**config.mk**
```make
export PLATFORM = sky130hd
export DESIGN_NAME = arm_mc_controller
export DESIGN_NICKNAME = d
export VERILOG_FILES = /design/src/rtl/arm_mc_pkg.sv /design/src/rtl/arm_cond_unit.sv /design/src/rtl/arm_mc_controller.sv
export SDC_FILE = /design/constraint.sdc
export NUM_CORES = 1
export LEC_CHECK = 0
export CELL_PAD_IN_SITES_DETAIL_PLACEMENT = 0
export CELL_PAD_IN_SITES_GLOBAL_PLACEMENT = 1
export CORE_MARGIN = 5
export CORE_UTILIZATION = 30
export CTS_CLUSTER_SIZE = 10
export DETAILED_ROUTE_END_ITERATION = 16
export PLACE_DENSITY = 0.8
export SLEW_MARGIN = 20
export SYNTH_ARGS = -nofsm -noshare
export SYNTH_HDL_FRONTEND = slang
export SYNTH_SLANG_ARGS = --single-unit
```
**constraint.sdc**
```tcl
create_clock -name clk -period 6.6 [get_ports clk]
set_input_delay 1.32 -clock clk [delete_from_list [all_inputs] [get_ports clk]]
set_output_delay 1.32 -clock clk [all_outputs]
set_load 0.005 [all_outputs]
```
**src/rtl/arm_mc_pkg.sv**
```systemverilog
// Shared encodings for the multicycle ARM-subset control unit: FSM states,
// datapath select codes, ALU operations, opcode classes and condition codes.
package arm_mc_pkg;

    typedef enum logic [3:0] {
        S_FETCH,
        S_DECODE,
        S_MEMADR,
        S_MEMRD,
        S_MEMWB,
        S_MEMWR,
        S_EXECR,
        S_EXECI,
        S_ALUWB,
        S_BRANCH
    } state_e;

    localparam logic [1:0] ALU_ADD = 2'b00;
    localparam logic [1:0] ALU_SUB = 2'b01;
    localparam logic [1:0] ALU_AND = 2'b10;
    localparam logic [1:0] ALU_ORR = 2'b11;

    localparam logic [1:0] OP_DP  = 2'b00;
    localparam logic [1:0] OP_MEM = 2'b01;
    localparam logic [1:0] OP_BR  = 2'b10;
    localparam logic [1:0] OP_UNS = 2'b11;

    localparam logic [1:0] SRCB_RD2  = 2'b00;
    localparam logic [1:0] SRCB_IMM  = 2'b01;
    localparam logic [1:0] SRCB_FOUR = 2'b10;

    localparam logic [1:0] RES_ALUOUT = 2'b00;
    localparam logic [1:0] RES_DATA   = 2'b01;
    localparam logic [1:0] RES_ALU    = 2'b10;

    localparam logic [3:0] COND_EQ = 4'b0000;
    localparam logic [3:0] COND_NE = 4'b0001;
    localparam logic [3:0] COND_CS = 4'b0010;
    localparam logic [3:0] COND_CC = 4'b0011;
    localparam logic [3:0] COND_MI = 4'b0100;
    localparam logic [3:0] COND_PL = 4'b0101;
    localparam logic [3:0] COND_VS = 4'b0110;
    localparam logic [3:0] COND_VC = 4'b0111;
    localparam logic [3:0] COND_HI = 4'b1000;
    localparam logic [3:0] COND_LS = 4'b1001;
    localparam logic [3:0] COND_GE = 4'b1010;
    localparam logic [3:0] COND_LT = 4'b1011;
    localparam logic [3:0] COND_GT = 4'b1100;
    localparam logic [3:0] COND_LE = 4'b1101;
    localparam logic [3:0] COND_AL = 4'b1110;

endpackage

```
**src/rtl/arm_cond_unit.sv**
```systemverilog
// NZCV flags register and condition-field evaluation. CondEx looks only at the
// registered flags, so ALUFlags never reaches an output combinationally.
module arm_cond_unit
    import arm_mc_pkg::*;
(
    input  logic       clk,
    input  logic       reset_n,
    input  logic [3:0] Cond,
    input  logic [3:0] ALUFlags,
    input  logic [1:0] FlagW,
    output logic       CondEx
);

    logic [3:0] flags_q;
    logic       n_f, z_f, c_f, v_f;

    assign {n_f, z_f, c_f, v_f} = flags_q;

    always_comb begin
        CondEx = 1'b0;
        case (Cond)
            COND_EQ: CondEx = z_f;
            COND_NE: CondEx = ~z_f;
            COND_CS: CondEx = c_f;
            COND_CC: CondEx = ~c_f;
            COND_MI: CondEx = n_f;
            COND_PL: CondEx = ~n_f;
            COND_VS: CondEx = v_f;
            COND_VC: CondEx = ~v_f;
            COND_HI: CondEx = c_f & ~z_f;
            COND_LS: CondEx = ~c_f | z_f;
            COND_GE: CondEx = (n_f == v_f);
            COND_LT: CondEx = (n_f != v_f);
            COND_GT: CondEx = ~z_f & (n_f == v_f);
            COND_LE: CondEx = z_f | (n_f != v_f);
            COND_AL: CondEx = 1'b1;
            default: CondEx = 1'b0;
        endcase
    end

    // NZ and CV update independently so logical ops preserve carry/overflow.
    always_ff @(posedge clk or negedge reset_n) begin
        if (!reset_n) begin
            flags_q <= 4'b0000;
        end else begin
            if (FlagW[1] & CondEx) flags_q[3:2] <= ALUFlags[3:2];
            if (FlagW[0] & CondEx) flags_q[1:0] <= ALUFlags[1:0];
        end
    end

endmodule

```
**src/rtl/arm_mc_controller.sv**
```systemverilog
// Multicycle Moore control FSM: sequences fetch/decode/memory/execute over a
// shared datapath and gates every architectural write with the condition result.
module arm_mc_controller
    import arm_mc_pkg::*;
(
    input  logic       clk,
    input  logic       reset_n,
    input  logic [3:0] Cond,
    input  logic [1:0] Op,
    input  logic [5:0] Funct,
    input  logic [3:0] Rd,
    input  logic [3:0] ALUFlags,
    output logic       PCWrite,
    output logic       MemWrite,
    output logic       RegWrite,
    output logic       IRWrite,
    output logic       AdrSrc,
    output logic       ALUSrcA,
    output logic [1:0] ALUSrcB,
    output logic [1:0] ResultSrc,
    output logic [1:0] ImmSrc,
    output logic [1:0] RegSrc,
    output logic [1:0] ALUControl
);

    state_e     state_q, state_d;
    logic       reg_w, mem_w, branch, ir_w, alu_dec;
    logic [1:0] flag_w;
    logic       cond_ex;
    logic       pcs;

    always_ff @(posedge clk or negedge reset_n) begin
        if (!reset_n) state_q <= S_FETCH;
        else          state_q <= state_d;
    end

    always_comb begin
        state_d   = state_q;
        reg_w     = 1'b0;
        mem_w     = 1'b0;
        branch    = 1'b0;
        ir_w      = 1'b0;
        alu_dec   = 1'b0;
        AdrSrc    = 1'b0;
        ALUSrcA   = 1'b0;
        ALUSrcB   = SRCB_RD2;
        ResultSrc = RES_ALUOUT;
        case (state_q)
            S_FETCH: begin
                ALUSrcA   = 1'b1;
                ALUSrcB   = SRCB_FOUR;
                ResultSrc = RES_ALU;
                ir_w      = 1'b1;
                state_d   = S_DECODE;
            end
            S_DECODE: begin
                ALUSrcA   = 1'b1;
                ALUSrcB   = SRCB_FOUR;
                ResultSrc = RES_ALU;
                case (Op)
                    OP_MEM:  state_d = S_MEMADR;
                    OP_DP:   state_d = Funct[5] ? S_EXECI : S_EXECR;
                    OP_BR:   state_d = S_BRANCH;
                    OP_UNS:  state_d = S_FETCH;
                    default: state_d = S_FETCH;
                endcase
            end
            S_MEMADR: begin
                ALUSrcB = SRCB_IMM;
                state_d = Funct[0] ? S_MEMRD : S_MEMWR;
            end
            S_MEMRD: begin
                AdrSrc  = 1'b1;
                state_d = S_MEMWB;
            end
            S_MEMWB: begin
                ResultSrc = RES_DATA;
                reg_w     = 1'b1;
                state_d   = S_FETCH;
            end
            S_MEMWR: begin
                AdrSrc  = 1'b1;
                mem_w   = 1'b1;
                state_d = S_FETCH;
            end
            S_EXECR: begin
                alu_dec = 1'b1;
                state_d = S_ALUWB;
            end
            S_EXECI: begin
                ALUSrcB = SRCB_IMM;
                alu_dec = 1'b1;
                state_d = S_ALUWB;
            end
            S_ALUWB: begin
                reg_w   = 1'b1;
                state_d = S_FETCH;
            end
            S_BRANCH: begin
                ALUSrcB   = SRCB_IMM;
                ResultSrc = RES_ALU;
                branch    = 1'b1;
                state_d   = S_FETCH;
            end
            default: state_d = S_FETCH;
        endcase
    end

    // ALU decode only in the execute states; unknown commands fall back to a
    // flag-preserving ADD.
    always_comb begin
        ALUControl = ALU_ADD;
        flag_w     = 2'b00;
        if (alu_dec) begin
            case (Funct[4:1])
                4'b0100: begin ALUControl = ALU_ADD; flag_w = {2{Funct[0]}}; end
                4'b0010: begin ALUControl = ALU_SUB; flag_w = {2{Funct[0]}}; end
                4'b0000: begin ALUControl = ALU_AND; flag_w = {Funct[0], 1'b0}; end
                4'b1100: begin ALUControl = ALU_ORR; flag_w = {Funct[0], 1'b0}; end
                default: begin ALUControl = ALU_ADD; flag_w = 2'b00; end
            endcase
        end
    end

    arm_cond_unit u_cond (
        .clk      (clk),
        .reset_n  (reset_n),
        .Cond     (Cond),
        .ALUFlags (ALUFlags),
        .FlagW    (flag_w),
        .CondEx   (cond_ex)
    );

    assign pcs      = branch | (reg_w & (Rd == 4'b1111));
    assign PCWrite  = reset_n & ((state_q == S_FETCH) | (pcs & cond_ex));
    assign MemWrite = reset_n & mem_w & cond_ex;
    assign RegWrite = reset_n & reg_w & cond_ex;
    assign IRWrite  = reset_n & ir_w;
    assign ImmSrc   = Op;
    assign RegSrc   = {Op == OP_MEM, Op == OP_BR};

endmodule

```
# Word level (Yosys, flattened, before mapping)
# Index checks and enable logic that the tools add are counted.
word_totals:
  register_bits: 8
op_classes:
  eq_ne: 32
  mux: 18
  bitwise: 20
  reduce_logical: 12
op_table:
  columns: ["operator", "n"]
  rows:
  - ["$eq 4x4->1 const B", 11]
  - ["$eq 4x3->1 const B", 9]
  - ["$eq 4x2->1 const B", 5]
  - ["$pmux 4 s5", 1]
  - ["$pmux 4 s4", 1]
  - ["$pmux 1 s15", 1]
  - ["$and 1x1->1", 12]
  - ["$logic_not 4->1", 3]
  - ["$pmux 2 s2", 3]
  - ["$reduce_or 2->1", 6]
  - ["$eq 4x1->1 const B", 2]
  - ["$mux 1", 8]
  - ["$pmux 2 s3", 1]
  - ["$reduce_or 3->1", 2]
  - ["$eq 2x2->1 const B", 2]
  - ["$mux 2", 2]
  - ["$not 1->1", 4]
  - ["$or 1x1->1", 4]
  - ["$mux 3", 1]
  - ["$eq 2x1->1 const B", 1]
  - ["$logic_not 2->1", 1]
  - ["$eq 1x1->1", 1]
  - ["$ne 1x1->1", 1]

# Depth between registers and ports, before layout
depth:
  ltp_word: 8
  mapped_depth: 6
  depth_no_buf: 6

# By module
# A second synthesis with hierarchy kept.
unflattened:
  hier_cells: 93
  area_unflattened_um2: 817.0
modules_own_cells:
  columns: ["mod", "n_inst", "cells_each", "area_per_inst_um2", "seq_area_each_um2"]
  rows:
  - ["arm_mc_controller", 1, 58, 456.7, 100.1]
  - ["arm_cond_unit", 1, 35, 360.3, 100.1]

# Worst setup path before layout
# Ideal clock, no wire load.
synth_path:
  kind: "input-to-output"
  start: "in Cond[2]"
  end: "out RegWrite"
  arrival_time_ns: 2.511
  setup_slack_ns: 2.769
  cell_stages: 5
  cell_sequence: "nor3b_1 -> a311oi_1 -> mux2i_1 -> a22oi_4 -> a2111oi_0"
synth_via:
  elab_chain_len: 3
  word_cells_on_any_way: 17
  classes_between: "eq/ne: 14; mux: 1; bitwise: 1; reduce/logical: 1"
synth_lines:
  columns: ["element", "line_no", "text"]
  rows:
  - ["start, declared", "arm_mc_controller.sv:8", "input logic [3:0] Cond,"]
  - ["$eq 4x4->1 (tied with other cells)", "arm_cond_unit.sv:21", "case (Cond)"]
  - ["$pmux 1 s15 *", "arm_cond_unit.sv:21", null]
  - ["$and 1x1->1 *", "arm_mc_controller.sv:137", "assign RegWrite = reset_n & reg_w & cond_ex;"]
  - ["end, declared", "arm_mc_controller.sv:15", "output logic RegWrite,"]
# Mark *: on every way between the ends. The rest lies on a longest branch, timed or not.

# Final worst setup path
# Ends and elaborated chain as after synthesis.

==> out/results.ini <==
[outcome]
outcome = finished clean

[setup_path]
crit_path_top_delay_cell = clkdlybuf4s50_1
critical_path_class = in2out
worstPathMaxFanout = 5
critical_path.cell_chain = clkdlybuf4s50_1 > nor3b_1 > a311oi_1 > mux2i_1 > a22oi_4 > a2111oi_0 > clkdlybuf4s50_1
arrival_ns = 3.76
start_kind = input pin
path_common_cell = clkdlybuf4s50_1
required_ns = 5.28
cpPeakStageDelay_ns = 0.60
end_kind = output pin

[drt]
drt-wirelength-per-cell_um = 13.1
drc_errors = 0
first_pass_iters = 4
avgViaCountPerCell = 5.03
drt_iter0_drc = 26
vias = 785
wirelength_mm = 2.05
ant_nets = 0

[clock_network]
tritoncts = done
post_cts_resized = 0
clock_latency_ns = 0.25
htreeDepth = 1
ctsHoldBuffers = 0
clock_path_buffers = 2
clockRootBuffer = clkbuf_4
cts.sinks = 8
postCtsSetupBuffers = 0
clkTransAtPathRegs_ns = 0.05
cts_buffers = 3

[flow_run]
cap_violations = 0

[global_route]
overflow = 0
grt_pass1_wl_mm = 3.33
track_usage_pct = 11.9
grt_max_degree = 16
antenna_found_initial = 0
grt_pass1_vias = 787

[sta]
fin_ws_ns = 1.52
worst_pin_slew_ns = 0.461
setup-tns-final_ns = 0
max_freq_mhz = 197
relSlewSlack_pct = 69.3
period_share_pct = 77.0
final-hold-violation-count = 0
min_period_ns = 5.08
maxSlewViolCount = 0
finClkSkew_ns = 0.00123
rsz0062_at_grt = false
finalSetupViolations = 0
whs_ns = 0.532

[final_layout]
layout_commonest_cell = clkdlybuf4s50_1
drive_above_1_share_pct = 9.52
antenna_cells = 0
syn_to_final_growth_pct = 51.0
finalNetCount = 150
post-route-util_pct = 47.4
final_cells = 156
fin_area_um2 = 1190
layout_common_cells = clkdlybuf4s50_1 (37), nor2_1 (10), dfrtp_1 (8)

[synth]
synth.distinct_cells = 36
syn_nets = 114
syn_area_um2 = 786
synth.avg_cell_area_um2 = 8.54
yosysSeqAreaShare_pct = 25.5
ys.warnings.count = 0
synth-seq-cells = 8
synthCells = 92

[placement]
dp.cells = 153
place_ws_ns = 1.53
placed_area_um2 = 1160
dpl.hpwl_mm = 1.61
gp_congestion = 0.813
numPortBuffers = 37

[power]
total_power_mw = 0.314
power_leakage_nw = 0.463
power.density_nw_per_um2 = 265
irDropWorstVdd_mv = 0.148

[floorplanning]
coreArea_um2 = 2500
die_w_um = 61.2
ioPinCount = 38
dieArea_um2 = 3740
initial_core_util_pct = 31.4
rows = 18
die_h_um = 61.2

[min_path]
holdCritPathClass = reg2reg

==> power breakdown <==
part,leakage (nW),switching (mW),total [mW],internal (mW)
clock network,0.0138,0.0156,0.0364,0.0207
registers,0.107,0.0346,0.0973,0.0627
logic,0.342,0.0727,0.180,0.108
total,0.463,0.123,0.314,0.191
==> worst paths after layout <==
check                                   from                end  slack, ns  cells past startpoint
setup / recovery                     Cond[2]           RegWrite       1.52                      7
hold / removal             u_cond.flags_q[1]  u_cond.flags_q[1]       0.53                      1
setup reg to reg           u_cond.flags_q[0]  u_cond.flags_q[3]       4.32                      6
hold reg to reg            u_cond.flags_q[1]  u_cond.flags_q[1]       0.53                      1
max in group asynchronous            reset_n         state_q[1]       4.98                      1
min in group asynchronous            reset_n         state_q[2]       1.35                      1
==> final cells by class <==
class,count,area [µm²]
fillers,265,1310
multi-input cells,72,533
repair buffers,37,370
flip-flops and latches,8,200
well taps,30,37.5
clock buffers,3,22.5
inverters,6,22.5
==> kinds of logic (layout without fill, tap and decap cells) <==
logic type | after synthesis | after routing | share of synthesized area, %
flip-flops | 8 | 8 | 25.5
buffers and inverters | 12 | 46 | 6.69
AO/OA/AOI/OAI | 21 | 21 | 25.2
AND/OR/NAND/NOR | 38 | 38 | 26.1
multiplexers | 7 | 7 | 9.87
XOR/XNOR | 6 | 6 | 6.69
==> synthesized netlist by cell type <==
| library cell | instances | area share [%] |
|---|---|---|
| a2111oi_0 | 1 | 1.1 |
| a2111oi_4 | 1 | 3.5 |
| a21boi_0 | 1 | 0.96 |
| a21oi_1 | 5 | 3.2 |
| a22oi_4 | 1 | 2.7 |
| a311oi_1 | 1 | 1.1 |
| a31o_2 | 1 | 1.1 |
| a31oi_1 | 1 | 0.80 |
| a41o_1 | 1 | 1.3 |
| buf_4 | 2 | 1.9 |
| clkbuf_1 | 4 | 1.9 |
| dfrtp_1 | 8 | 25 |
| inv_1 | 6 | 2.9 |
| mux2_1 | 4 | 5.7 |
| mux2_2 | 2 | 2.9 |
| mux2i_1 | 1 | 1.3 |
| nand2_1 | 4 | 1.9 |
| nand2b_1 | 4 | 3.2 |
| nand3_1 | 2 | 1.3 |
| nand3b_1 | 1 | 0.96 |
| nand4b_1 | 1 | 1.1 |
| nor2_1 | 10 | 4.8 |
| nor2b_1 | 5 | 4.0 |
| nor3_1 | 4 | 2.5 |
| nor3_2 | 1 | 1.3 |
| nor3b_1 | 2 | 1.9 |
| nor4_1 | 2 | 1.6 |
| o211ai_1 | 1 | 0.96 |
| o21ai_0 | 4 | 2.5 |
| o21ai_1 | 1 | 0.64 |
| o221ai_2 | 1 | 1.9 |
| o311ai_4 | 1 | 3.3 |
| or2_2 | 1 | 0.80 |
| or3_1 | 1 | 0.80 |
| xnor2_1 | 5 | 5.6 |
| xor2_1 | 1 | 1.1 |
==> routing by layer <==
layer / vias up / global-route usage (%) / part of all wire [%]
met5: - / 0 / 0
met1: 355 / 14.6 / 45
li1: 398 / - / -
met4: 0 / 7.43 / 2.5
met3: 5 / 2.73 / 6.0
met2: 27 / 18.7 / 46
==> state kept, by name (all words and copies together) (netlist names) <==
name            flops
state_q             4
u_cond.flags_q      4
==> worst max-delay path, delay by kind of cell <==
family                 cells  cell delay [ns]
buffers and inverters      2             1.18
muxes                      1             0.32
AOI/OAI and AO/OA          3             0.85
and+or+nand+nor            1             0.10
No activity file was read; power rests on OpenSTA's default activity.
